$ cat src/rtl/uart_tx_frame.sv
// uart_tx_frame
//   UART transmitter. A parallel word is accepted on a one-cycle request while
//   idle and is sent on the serial line as: start (0), DATA_WIDTH data bits
//   LSB first, an optional parity bit, and stop (1). Each bit is held for
//   CLKS_PER_BIT clock cycles. The line idles high.
//
// Ports
//   CLK         in   single clock, all logic on its rising edge
//   RST         in   synchronous reset, active low
//   P_DATA      in   parallel word to send
//   Data_Valid  in   request; P_DATA/PAR_EN/PAR_TYP are sampled when accepted
//   PAR_EN      in   1 = append a parity bit after the data bits
//   PAR_TYP     in   0 = even parity, 1 = odd parity
//   TX_OUT      out  serial line (registered)
//   Busy        out  high for the whole frame (registered)
module uart_tx_frame #(
  parameter int DATA_WIDTH   = 8,
  parameter int CLKS_PER_BIT = 1
) (
  input  logic                  CLK,
  input  logic                  RST,
  input  logic [DATA_WIDTH-1:0] P_DATA,
  input  logic                  Data_Valid,
  input  logic                  PAR_EN,
  input  logic                  PAR_TYP,
  output logic                  TX_OUT,
  output logic                  Busy
);

  localparam int CW = (CLKS_PER_BIT > 1) ? $clog2(CLKS_PER_BIT) : 1;
  localparam int IW = (DATA_WIDTH > 1) ? $clog2(DATA_WIDTH) : 1;
  localparam logic [CW-1:0] CNT_MAX = CW'(CLKS_PER_BIT - 1);
  localparam logic [IW-1:0] IDX_MAX = IW'(DATA_WIDTH - 1);

  typedef enum logic [2:0] {
    IDLE   = 3'd0,
    START  = 3'd1,
    DATA   = 3'd2,
    PARITY = 3'd3,
    STOP   = 3'd4
  } state_t;

  state_t                state;
  state_t                state_nxt;
  logic [CW-1:0]         cnt;
  logic [CW-1:0]         cnt_nxt;
  logic [IW-1:0]         idx;
  logic [IW-1:0]         idx_nxt;
  logic [DATA_WIDTH-1:0] data_q;
  logic                  par_en_q;
  logic                  par_typ_q;
  logic                  load;
  logic                  bit_end;
  logic                  parity_bit;
  logic                  tx_nxt;
  logic                  busy_nxt;

  assign load       = (state == IDLE) && Data_Valid;
  assign bit_end    = (cnt == CNT_MAX);
  // Odd parity is the inverse of even parity over the latched word.
  assign parity_bit = (^data_q) ^ par_typ_q;

  // State register plus the registered outputs. The frame parameters are
  // captured only on acceptance so later input changes cannot disturb a frame.
  always_ff @(posedge CLK) begin
    if (!RST) begin
      state     <= IDLE;
      cnt       <= '0;
      idx       <= '0;
      data_q    <= '0;
      par_en_q  <= 1'b0;
      par_typ_q <= 1'b0;
      TX_OUT    <= 1'b1;
      Busy      <= 1'b0;
    end else begin
      state  <= state_nxt;
      cnt    <= cnt_nxt;
      idx    <= idx_nxt;
      TX_OUT <= tx_nxt;
      Busy   <= busy_nxt;
      if (load) begin
        data_q    <= P_DATA;
        par_en_q  <= PAR_EN;
        par_typ_q <= PAR_TYP;
      end
    end
  end

  // Next-state logic. The cycle counter restarts at every bit boundary.
  always_comb begin
    state_nxt = state;
    cnt_nxt   = cnt;
    idx_nxt   = idx;
    case (state)
      IDLE: begin
        cnt_nxt = '0;
        idx_nxt = '0;
        if (Data_Valid) state_nxt = START;
      end
      START: begin
        if (bit_end) begin
          state_nxt = DATA;
          cnt_nxt   = '0;
          idx_nxt   = '0;
        end else begin
          cnt_nxt = cnt + CW'(1);
        end
      end
      DATA: begin
        if (bit_end) begin
          cnt_nxt = '0;
          if (idx == IDX_MAX) begin
            state_nxt = par_en_q ? PARITY : STOP;
          end else begin
            idx_nxt = idx + IW'(1);
          end
        end else begin
          cnt_nxt = cnt + CW'(1);
        end
      end
      PARITY: begin
        if (bit_end) begin
          state_nxt = STOP;
          cnt_nxt   = '0;
        end else begin
          cnt_nxt = cnt + CW'(1);
        end
      end
      STOP: begin
        if (bit_end) begin
          state_nxt = IDLE;
          cnt_nxt   = '0;
        end else begin
          cnt_nxt = cnt + CW'(1);
        end
      end
      default: begin
        state_nxt = IDLE;
        cnt_nxt   = '0;
        idx_nxt   = '0;
      end
    endcase
  end

  // Output logic is decoded from the next state so the registered outputs
  // change on the same edge as the state, giving one-cycle request latency.
  always_comb begin
    tx_nxt   = 1'b1;
    busy_nxt = 1'b0;
    case (state_nxt)
      IDLE: begin
        tx_nxt   = 1'b1;
        busy_nxt = 1'b0;
      end
      START: begin
        tx_nxt   = 1'b0;
        busy_nxt = 1'b1;
      end
      DATA: begin
        tx_nxt   = data_q[idx_nxt];
        busy_nxt = 1'b1;
      end
      PARITY: begin
        tx_nxt   = parity_bit;
        busy_nxt = 1'b1;
      end
      STOP: begin
        tx_nxt   = 1'b1;
        busy_nxt = 1'b1;
      end
      default: begin
        tx_nxt   = 1'b1;
        busy_nxt = 1'b0;
      end
    endcase
  end

endmodule

$ cat config.mk
export PLATFORM = sky130hd
export DESIGN_NAME = uart_tx_frame
export DESIGN_NICKNAME = d
export VERILOG_FILES = /design/src/rtl/uart_tx_frame.sv
export SDC_FILE = /design/constraint.sdc
export NUM_CORES = 1
export LEC_CHECK = 0
export CAP_MARGIN = 15
export CORE_MARGIN = 2
export CORE_UTILIZATION = 49
export CTS_BUF_LIST = sky130_fd_sc_hd__clkbuf_4 sky130_fd_sc_hd__clkbuf_8 sky130_fd_sc_hd__clkbuf_16
export DETAILED_ROUTE_END_ITERATION = 8
export PLACE_DENSITY = 0.73
export REMOVE_ABC_BUFFERS = 1
export SYNTH_ARGS = -nofsm -noshare
export SYNTH_HDL_FRONTEND = slang
export SYNTH_SLANG_ARGS = --single-unit
$ cat constraint.sdc
create_clock -name CLK -period 2.3 [get_ports CLK]
set_input_delay 0.46 -clock CLK [delete_from_list [all_inputs] [get_ports CLK]]
set_output_delay 0.46 -clock CLK [all_outputs]
set_load 0.02 [all_outputs]
# ---- Yosys cells after proc, flatten, opt, wreduce, memory -nomap -nowiden
# Index checks and enable logic that the tools add are counted.
dict set report totals {
  ff_bits 19
  latch_bits 0
  ram_bits 0
  mem_bits_ro 0
  inputBits 13
  out_inout_bits 2
  wordCells 44
  n_memories 0
}
dict set report classes {
  addsub 2
  multipliers 0
  n_div 0
  order_cmp 1
  n_eq_ne 9
  shift 0
  mux 16
  n_bitwise 1
  n_reduce_logical 7
}
# op n
set op_table {}
lappend op_table {{3-bit 2-to-1 mux} 10}
lappend op_table {{3-bit one-hot mux with 5 select lines} 1}
lappend op_table {{3-bit by 2-bit == test with 1-bit output (second input constant)} 4}
lappend op_table {{3-bit == test (second input constant)} 3}
lappend op_table {{3-bit one-hot mux with 3 select lines} 1}
lappend op_table {{4-bit OR reduction} 2}
lappend op_table {{8-bit parity} 1}
lappend op_table {{3-bit by 1-bit == test with 1-bit output (second input constant)} 2}
lappend op_table {{3-bit by 4-bit less-than comparator with 1-bit output (second input constant)} 1}
lappend op_table {{3-bit by 1-bit adder with 3-bit output (second input constant)} 1}
lappend op_table {{1-bit binary-select mux with 3-bit select} 1}
lappend op_table {{3-bit logical NOT} 1}
lappend op_table {{1-bit one-hot mux with 3 select lines} 1}
lappend op_table {{3-bit AND reduction} 1}
lappend op_table {{1-bit 2-to-1 mux} 2}
lappend op_table {{2-bit OR reduction} 1}
lappend op_table {{1-bit adder (second input constant)} 1}
lappend op_table {{1-bit logical AND} 1}
lappend op_table {{1-bit bitwise XOR} 1}

# ---- Logic depth before layout (Yosys ltp)
# Gate-level depths: netlist of run 1.
dict set report depth {
  depth_word 7
  depth_mapped 7
  ltp_nobuf 7
}

# ---- Least setup slack after synthesis of run 1
# OpenSTA, ideal clock, no wires.
dict set report synth_path {
  kind {register to register}
  startpoint {reg idx[0]}
  endpoint {reg TX_OUT}
  setup_ps 134
  arrival_time_ps 1889
  required_ps 2166
  setup_slack_ps 277
  stages_incl_launch_ff 8
  n_path_buf 0
  period_less_slack_ps 2023
  path_cell_list {dfxtp_1 ha_1 a211oi_2 and3_1 a31o_4 mux2i_1 a2111oi_0 or4b_1}
}
dict set report synth_between {
  elab_chain_cells 7
  word_cells_on_any_way 15
  cone_classes {1 x add/sub; 4 x eq/ne; 10 x mux}
}
# element line_no
set synth_lines {}
lappend synth_lines {{start: declaration} 47} ;# logic [IW-1:0] idx;
lappend synth_lines {{start signal: assignment} 78} ;# idx <= idx_nxt;
lappend synth_lines {{3-bit by 1-bit adder with 3-bit output / 3-bit == test (equally long branches)} {115, 112}}
lappend synth_lines {{3-bit 2-to-1 mux} 112} ;# if (idx == IDX_MAX) begin
lappend synth_lines {{3-bit 2-to-1 mux} 110} ;# if (bit_end) begin
lappend synth_lines {{3-bit one-hot mux with 3 select lines} 94} ;# case (state)
lappend synth_lines {{1-bit binary-select mux with 3-bit select} 160} ;# tx_nxt = data_q[idx_nxt];
lappend synth_lines {{1-bit 2-to-1 mux (implied by the code)} 160}
lappend synth_lines {{1-bit one-hot mux with 3 select lines (*)} 150} ;# case (state_nxt)
lappend synth_lines {{end signal: assignment} 79} ;# TX_OUT <= tx_nxt;
lappend synth_lines {{end: declaration} 26} ;# output logic TX_OUT,
# Every way passes the cells marked *; elsewhere a longest branch is shown, timed or not. The select of a mux whose other input is x is not followed.
# A chain may end at the register's enable or synchronous reset.

# ---- Final worst setup path of run 1
dict set report layout_path {
  startpoint {reg state[0]}
  endpoint {reg TX_OUT}
}
dict set report layout_between {
  elab_chain_cells 6
  word_cells_on_any_way 20
  cone_classes {7 x eq/ne; 11 x mux; 2 x reduce/logical}
}
# element line_no
set layout_lines {}
lappend layout_lines {{start: declaration} 43} ;# state_t state;
lappend layout_lines {{start signal: assignment} 76} ;# state <= state_nxt;
lappend layout_lines {{3-bit == test / 3-bit by 2-bit == test with 1-bit output (equally long branches)} 94}
lappend layout_lines {{2-bit OR reduction (no source line)} -}
lappend layout_lines {{3-bit one-hot mux with 3 select lines} 94}
lappend layout_lines {{1-bit binary-select mux with 3-bit select} 160}
lappend layout_lines {{1-bit 2-to-1 mux (implied by the code)} 160}
lappend layout_lines {{1-bit one-hot mux with 3 select lines (*)} 150}
# Marks and branches as above.

==> flow_metrics.tcl, run 1 <==
set metrics [dict create \
    dr.first_iter.drc_count 18 \
    setup.worst_path.end_class "flip-flop" \
    grt_overflow 0 \
    cts_sinks 19 \
    place.gp.congestion 0.910 \
    n_fill_cell 173 \
    arrival_ns 2.38 \
    outcome "completed" \
    multi_input_area_um2 637 \
    min_path_type "reg2reg" \
    clock_latency_ns 0.29 \
    yosysSeqAreaShare_pct 36.5 \
    grtUsageTotal_pct 20.3 \
    die_h_um 50.1 \
    portBuffers 14 \
    crit_fanout 9 \
    netlist_area_um2 1040 \
    initial_utilization_pct 52.6 \
    rows 16 \
    clockPowerShare_pct 24.2 \
    drive_above_1_share_pct 15.2 \
    path_clk_slew_ns 0.11 \
    syn_area_per_cell_um2 8.69 \
    num_antenna_cells 0 \
    syn2layout_area_growth_pct 22.3 \
    maxSlewViolCount 0 \
    maxCapViolCount 0 \
    drcViolationCount 0 \
    seq_area_um2 382 \
    ctsLongestPathBuffers 2 \
    antenna_found_initial 0 \
    intPower_mw 0.522 \
    vias_per_cell 5.38 \
    die_w_um 50.1 \
    stdcell_count 165 \
    required_ns 2.48 \
    setup_violations 0 \
    post-place-ws_ns -0.0720 \
    grt_pass1_wl_um 3890 \
    synth_warnings 0 \
    grt_max_degree 17 \
    powerDensity_nw_per_um2 566 \
    vias 888 \
    holdWs_ns 0.471 \
    swShare_pct 27.7 \
    ant_nets 0 \
    numCtsBuffers 3 \
    period_minus_slack_ns 2.20 \
    ioPinCount 15 \
    total_power_mw 0.721 \
    pwr-share-comb_pct 23.4 \
    setup.worst_path.class "reg2reg" \
    die_area_um2 2510 \
    grt_pass1_vias 847 \
    ys_seq_elements 19 \
    fin_ws_ns 0.0958 \
    root_buffer "clkbuf_4" \
    final_util_pct 64.3 \
    p_leak_nw 0.463 \
    synthCells 120 \
    min_period_over_period_pct 95.8 \
    cp-start-kind "flip-flop" \
    clock_skew_ns 0.0132 \
    h-tree-depth 1 \
    fin_nets 153 \
    tritoncts "yes" \
    hold_viol_final 0 \
    max_freq_ghz 0.454 \
    tns_ns 0 \
    dpl.hpwl_um 1580 \
    switchingPower_mw 0.199 \
    first_pass_iters 4 \
    routedWlPerCell_um 13.0 \
    dp_cells 160 \
    ir_drop_mv 0.477 \
    wl_um 2150 \
    placed_area_um2 1200 \
    core_um2 1980 \
    fin_area_um2 1270 \
    postCtsHoldBufs 0 \
    yosysUniqueCellTypes 41 \
    seqPwrFrac_pct 52.3 \
]
-- metal layers --
layer | track usage (%) | share of wire (%) | vias up
met5 | 0 | 0 | -
met4 | 4.63 | 0 | 0
met3 | 5.15 | 4.6 | 0
met2 | 32.0 | 48 | 19
met1 | 27.5 | 47 | 411
li1 | - | - | 458
-- registers in the layout, summed over array words and instances, names as in the netlist --
signal     count
data_q         8
idx            3
state          3
Busy           1
TX_OUT         1
cnt            1
par_en_q       1
par_typ_q      1
-- synth_stat cells, drive strengths merged --
master	number	area, µm²
nor4	1	6.26
o211a	1	10.0
a2111oi	1	8.76
a31o	1	17.5
a32oi	1	8.76
and4b	1	10.0
buf	4	43.8
or3	1	11.3
nor2b	2	12.5
a31oi	1	6.26
and3b	1	10.0
mux2i	3	30.0
a311oi	1	8.76
and2	1	6.26
clkbuf	1	3.75
xnor2	7	61.3
dfxtp	19	380
nand2	20	75.1
nor2	10	37.5
nor3	3	15.0
ha	1	12.5
conb	1	3.75
nand2b	1	6.26
nor4b	2	23.8
nor4bb	1	10.0
a2bb2oi	2	17.5
inv	4	15.0
o22ai	2	12.5
nand3	2	10.0
a211oi	3	32.5
nand3b	3	22.5
xor2	1	8.76
and3	2	12.5
or4b	1	10.0
a21oi	14	81.3
-- logic make-up after synthesis --
kind of cell | Yosys count | share of synthesized area (%)
compound gates | 27 | 19.6
xor+xnor | 8 | 6.72
fa+ha+maj | 1 | 1.20
buf+inv | 9 | 6.00
flops | 19 | 36.5
mux | 3 | 2.88
other cells | 1 | 0.360
simple gates | 52 | 26.8
-- power groups by stage --
stage                     Combinational, mW  Sequential [mW]  Clock [mW]
after floorplan                       0.103            0.384           0
after global placement                0.162            0.382           0
after detailed placement              0.165            0.383           0
after CTS                             0.166            0.376       0.180
after global routing                  0.189            0.382       0.195
final                                 0.169            0.378       0.175
-- placed cells by master (no fill, tap or decap), types with 2 or more instances in the layout --
| cell type | netlist | layout |
|---|---|---|
| a21oi_1 | 13 | 13 |
| buf_4 | 1 | 5 |
| clkbuf_4 | 0 | 4 |
| clkdlybuf4s50_1 | 0 | 14 |
| dfxtp_1 | 19 | 18 |
| inv_1 | 4 | 4 |
| mux2i_1 | 3 | 3 |
| nand2_1 | 20 | 20 |
| nand3_1 | 2 | 2 |
| nand3b_1 | 3 | 3 |
| nor2_1 | 10 | 10 |
| nor2b_1 | 2 | 2 |
| nor3_1 | 3 | 3 |
| o22ai_1 | 2 | 2 |
| xnor2_1 | 7 | 7 |
-- critical path, cell delays in order (launching register included) --
cell	delay (ns)
dfxtp_1	0.63
a21oi_4	0.11
o22ai_1	0.26
a31o_4	0.25
mux2i_1	0.21
a2111oi_0	0.10
or4b_1	0.53
-- final cells by class --
| type | instances | share of cell area, % |
|---|---|---|
| timing repair buffer | 19 | 13.9 |
| sequential | 19 | 29.9 |
| inverter | 4 | 1.18 |
| tap | 27 | 2.65 |
| clock buffer | 4 | 2.36 |
| multi-input combinational | 92 | 50.0 |
-- final timing paths --
kind	cells after the start	start	endpoint	slack [ns]
setup / recovery	6	state[0]	TX_OUT	0.1
hold / removal	2	par_en_q	par_en_q	0.47
setup reg to reg	6	state[0]	TX_OUT	0.1
hold reg to reg	2	par_en_q	par_en_q	0.47
-- repair_timing --
action                     in CTS  in global routing
resized for setup               0                  7
hold endpoints to repair        0                  0
setup endpoints to repair       0                  1
setup buffers                   0                  1
Note: power is estimated with default switching activity, not from simulation.
==> run 2, diff against run 1 <==
--- a/config.mk
+++ b/config.mk
@@ -12,6 +12,7 @@
 export DETAILED_ROUTE_END_ITERATION = 8
 export PLACE_DENSITY = 0.73
 export REMOVE_ABC_BUFFERS = 1
+export SETUP_SLACK_MARGIN = 0.15
 export SYNTH_ARGS = -nofsm -noshare
 export SYNTH_HDL_FRONTEND = slang
 export SYNTH_SLANG_ARGS = --single-unit
==> flow_metrics.tcl, run 2 (same netlist as run 1, synthesis figures left out) <==
set metrics [dict create \
    outcome "completed" \
    hold_start "par_en_q" \
    critical_path.cell_chain "ha_4 -> a211oi_4 -> and3_4 -> a31o_4 -> mux2i_1 -> a2111oi_1 -> or4b_1" \
    seqPwrFrac_pct 52.4 \
    setup_violations 0 \
    largest_reg_flops 8 \
    fin_nets 153 \
    pwr-share-comb_pct 23.5 \
    grt_pass1_wl_um 3970 \
    setup.worst_path.end_class "flip-flop" \
    min_period_over_period_pct 92.3 \
    grtUsageTotal_pct 20.6 \
    ant_nets 0 \
    crit_end "TX_OUT" \
    period_minus_slack_ns 2.12 \
    max_freq_ghz 0.471 \
    grtUsageMet3_pct 5.15 \
    portBuffers 14 \
    die_area_um2 2510 \
    r2r_start "idx[1]" \
    root_buffer "clkbuf_4" \
    drcViolationCount 0 \
    die_h_um 50.1 \
    r2r_slack_ns 0.18 \
    fin_ws_ns 0.178 \
    num_antenna_cells 0 \
    r2r-end "TX_OUT" \
    clock_latency_ns 0.29 \
    ioPinCount 15 \
    h-tree-depth 1 \
    intPower_mw 0.521 \
    min_path_type "reg2reg" \
    cts_sinks 19 \
    maxSlewViolCount 0 \
    first_pass_iters 4 \
    ir_drop_mv 0.474 \
    multi_input_area_um2 632 \
    antenna_found_initial 0 \
    layout_commonest_cell "nand2_1" \
    setup.worst_path.class "reg2reg" \
    post-place-ws_ns -0.0720 \
    crit_family "simple AND/OR/NAND/NOR gates" \
    wl_um 2140 \
    dr.first_iter.drc_count 21 \
    required_ns 2.48 \
    startpoint "idx[1]" \
    largest-register "data_q" \
    ctsLongestPathBuffers 2 \
    initial_utilization_pct 52.6 \
    holdWs_ns 0.472 \
    hold_viol_final 0 \
    rows 16 \
    routedWlPerCell_um 13.0 \
    reg_top3 "data_q (8), idx (3), state (3)" \
    seq_area_um2 389 \
    dpl.hpwl_um 1580 \
    clock_skew_ns 0.0135 \
    grt_overflow 0 \
    vias 893 \
    clockPowerShare_pct 24.1 \
    drive_above_1_share_pct 17.4 \
    grt_pass1_vias 860 \
    critical-path-max-stage-delay_ns 0.51 \
    met1_usage_pct 28.1 \
    final_cell_mix "20 x nand2_1, 14 x dfxtp_1, 14 x clkdlybuf4s50_1, 13 x a21oi_1, 10 x nor2_1" \
    fin_area_um2 1280 \
    path_clk_slew_ns 0.11 \
    tns_ns 0 \
    numCtsBuffers 3 \
    die_w_um 50.1 \
    arrival_ns 2.30 \
    cpMaxStageDelayCell "or4b_1" \
    placed_area_um2 1200 \
    p_leak_nw 0.464 \
    cp.buffers_inverters 0 \
    n_fill_cell 173 \
    top_usage_layer "met2" \
    grt_use_met2_pct 32.5 \
    maxCapViolCount 0 \
    cp-start-kind "flip-flop" \
    crit_fanout 5 \
    swShare_pct 27.5 \
    tritoncts "yes" \
    worstSetupPathDepth 7 \
    switchingPower_mw 0.198 \
    powerDensity_nw_per_um2 563 \
    r2r_cells 7 \
    core_um2 1980 \
    syn2layout_area_growth_pct 22.6 \
    grt_max_degree 17 \
    grt_setup_unrepaired "yes" \
    vias_per_cell 5.41 \
    place.gp.congestion 0.910 \
]
## run 2: layout make-up
cell class,count,area share (%)
multi-input combinational,92,49.5
timing repair buffer,19,13.9
clock buffer,4,2.35
tap,27,2.64
inverter,4,1.18
sequential,19,30.5
## run 2: power groups by stage
stage	clock (mW)	sequential, mW	combinational [mW]
global route	0.195	0.382	0.189
CTS	0.180	0.376	0.169
detailed placement	0	0.383	0.165
global placement	0	0.382	0.162
finish	0.173	0.377	0.169
floorplan	0	0.384	0.103
## run 2: how the worst min path moves through the flow
stage,cells after the start,to
after detailed placement,2,par_en_q
after floorplan,2,par_en_q
after global routing,2,par_en_q
after CTS,2,par_en_q
final,2,par_en_q
after global placement,2,par_en_q
## run 2: through the flow
step	power (mW)	cells	utilization, %
2_1_floorplan	0.487	115	-
3_3_place_gp	0.544	160	60.5
3_5_place_dp	0.548	160	60.5
4_1_cts	0.724	165	62.9
5_1_grt	0.766	165	64.5
6_report	0.719	165	64.5
## run 2: what timing repair did
action | 4_1_cts | 5_1_grt
gates resized for setup | 4 | 8
endpoints found under the setup margin | 1 | 1
setup buffers | 1 | 0
pin swaps | 2 | 4
hold buffers | 0 | 0
## run 2: per-layer routing
| layer | routed length (µm) | up-vias |
|---|---|---|
| met4 | 0 | 0 |
| met2 | 1050 | 21 |
| met5 | 0 | - |
| li1 | - | 457 |
| met1 | 995 | 415 |
| met3 | 93 | 0 |
## run 2: worst min-delay path: stages (launching register included)
cell	delay (ns)
dfxtp_1	0.32
nand2_1	0.05
a21oi_1	0.06
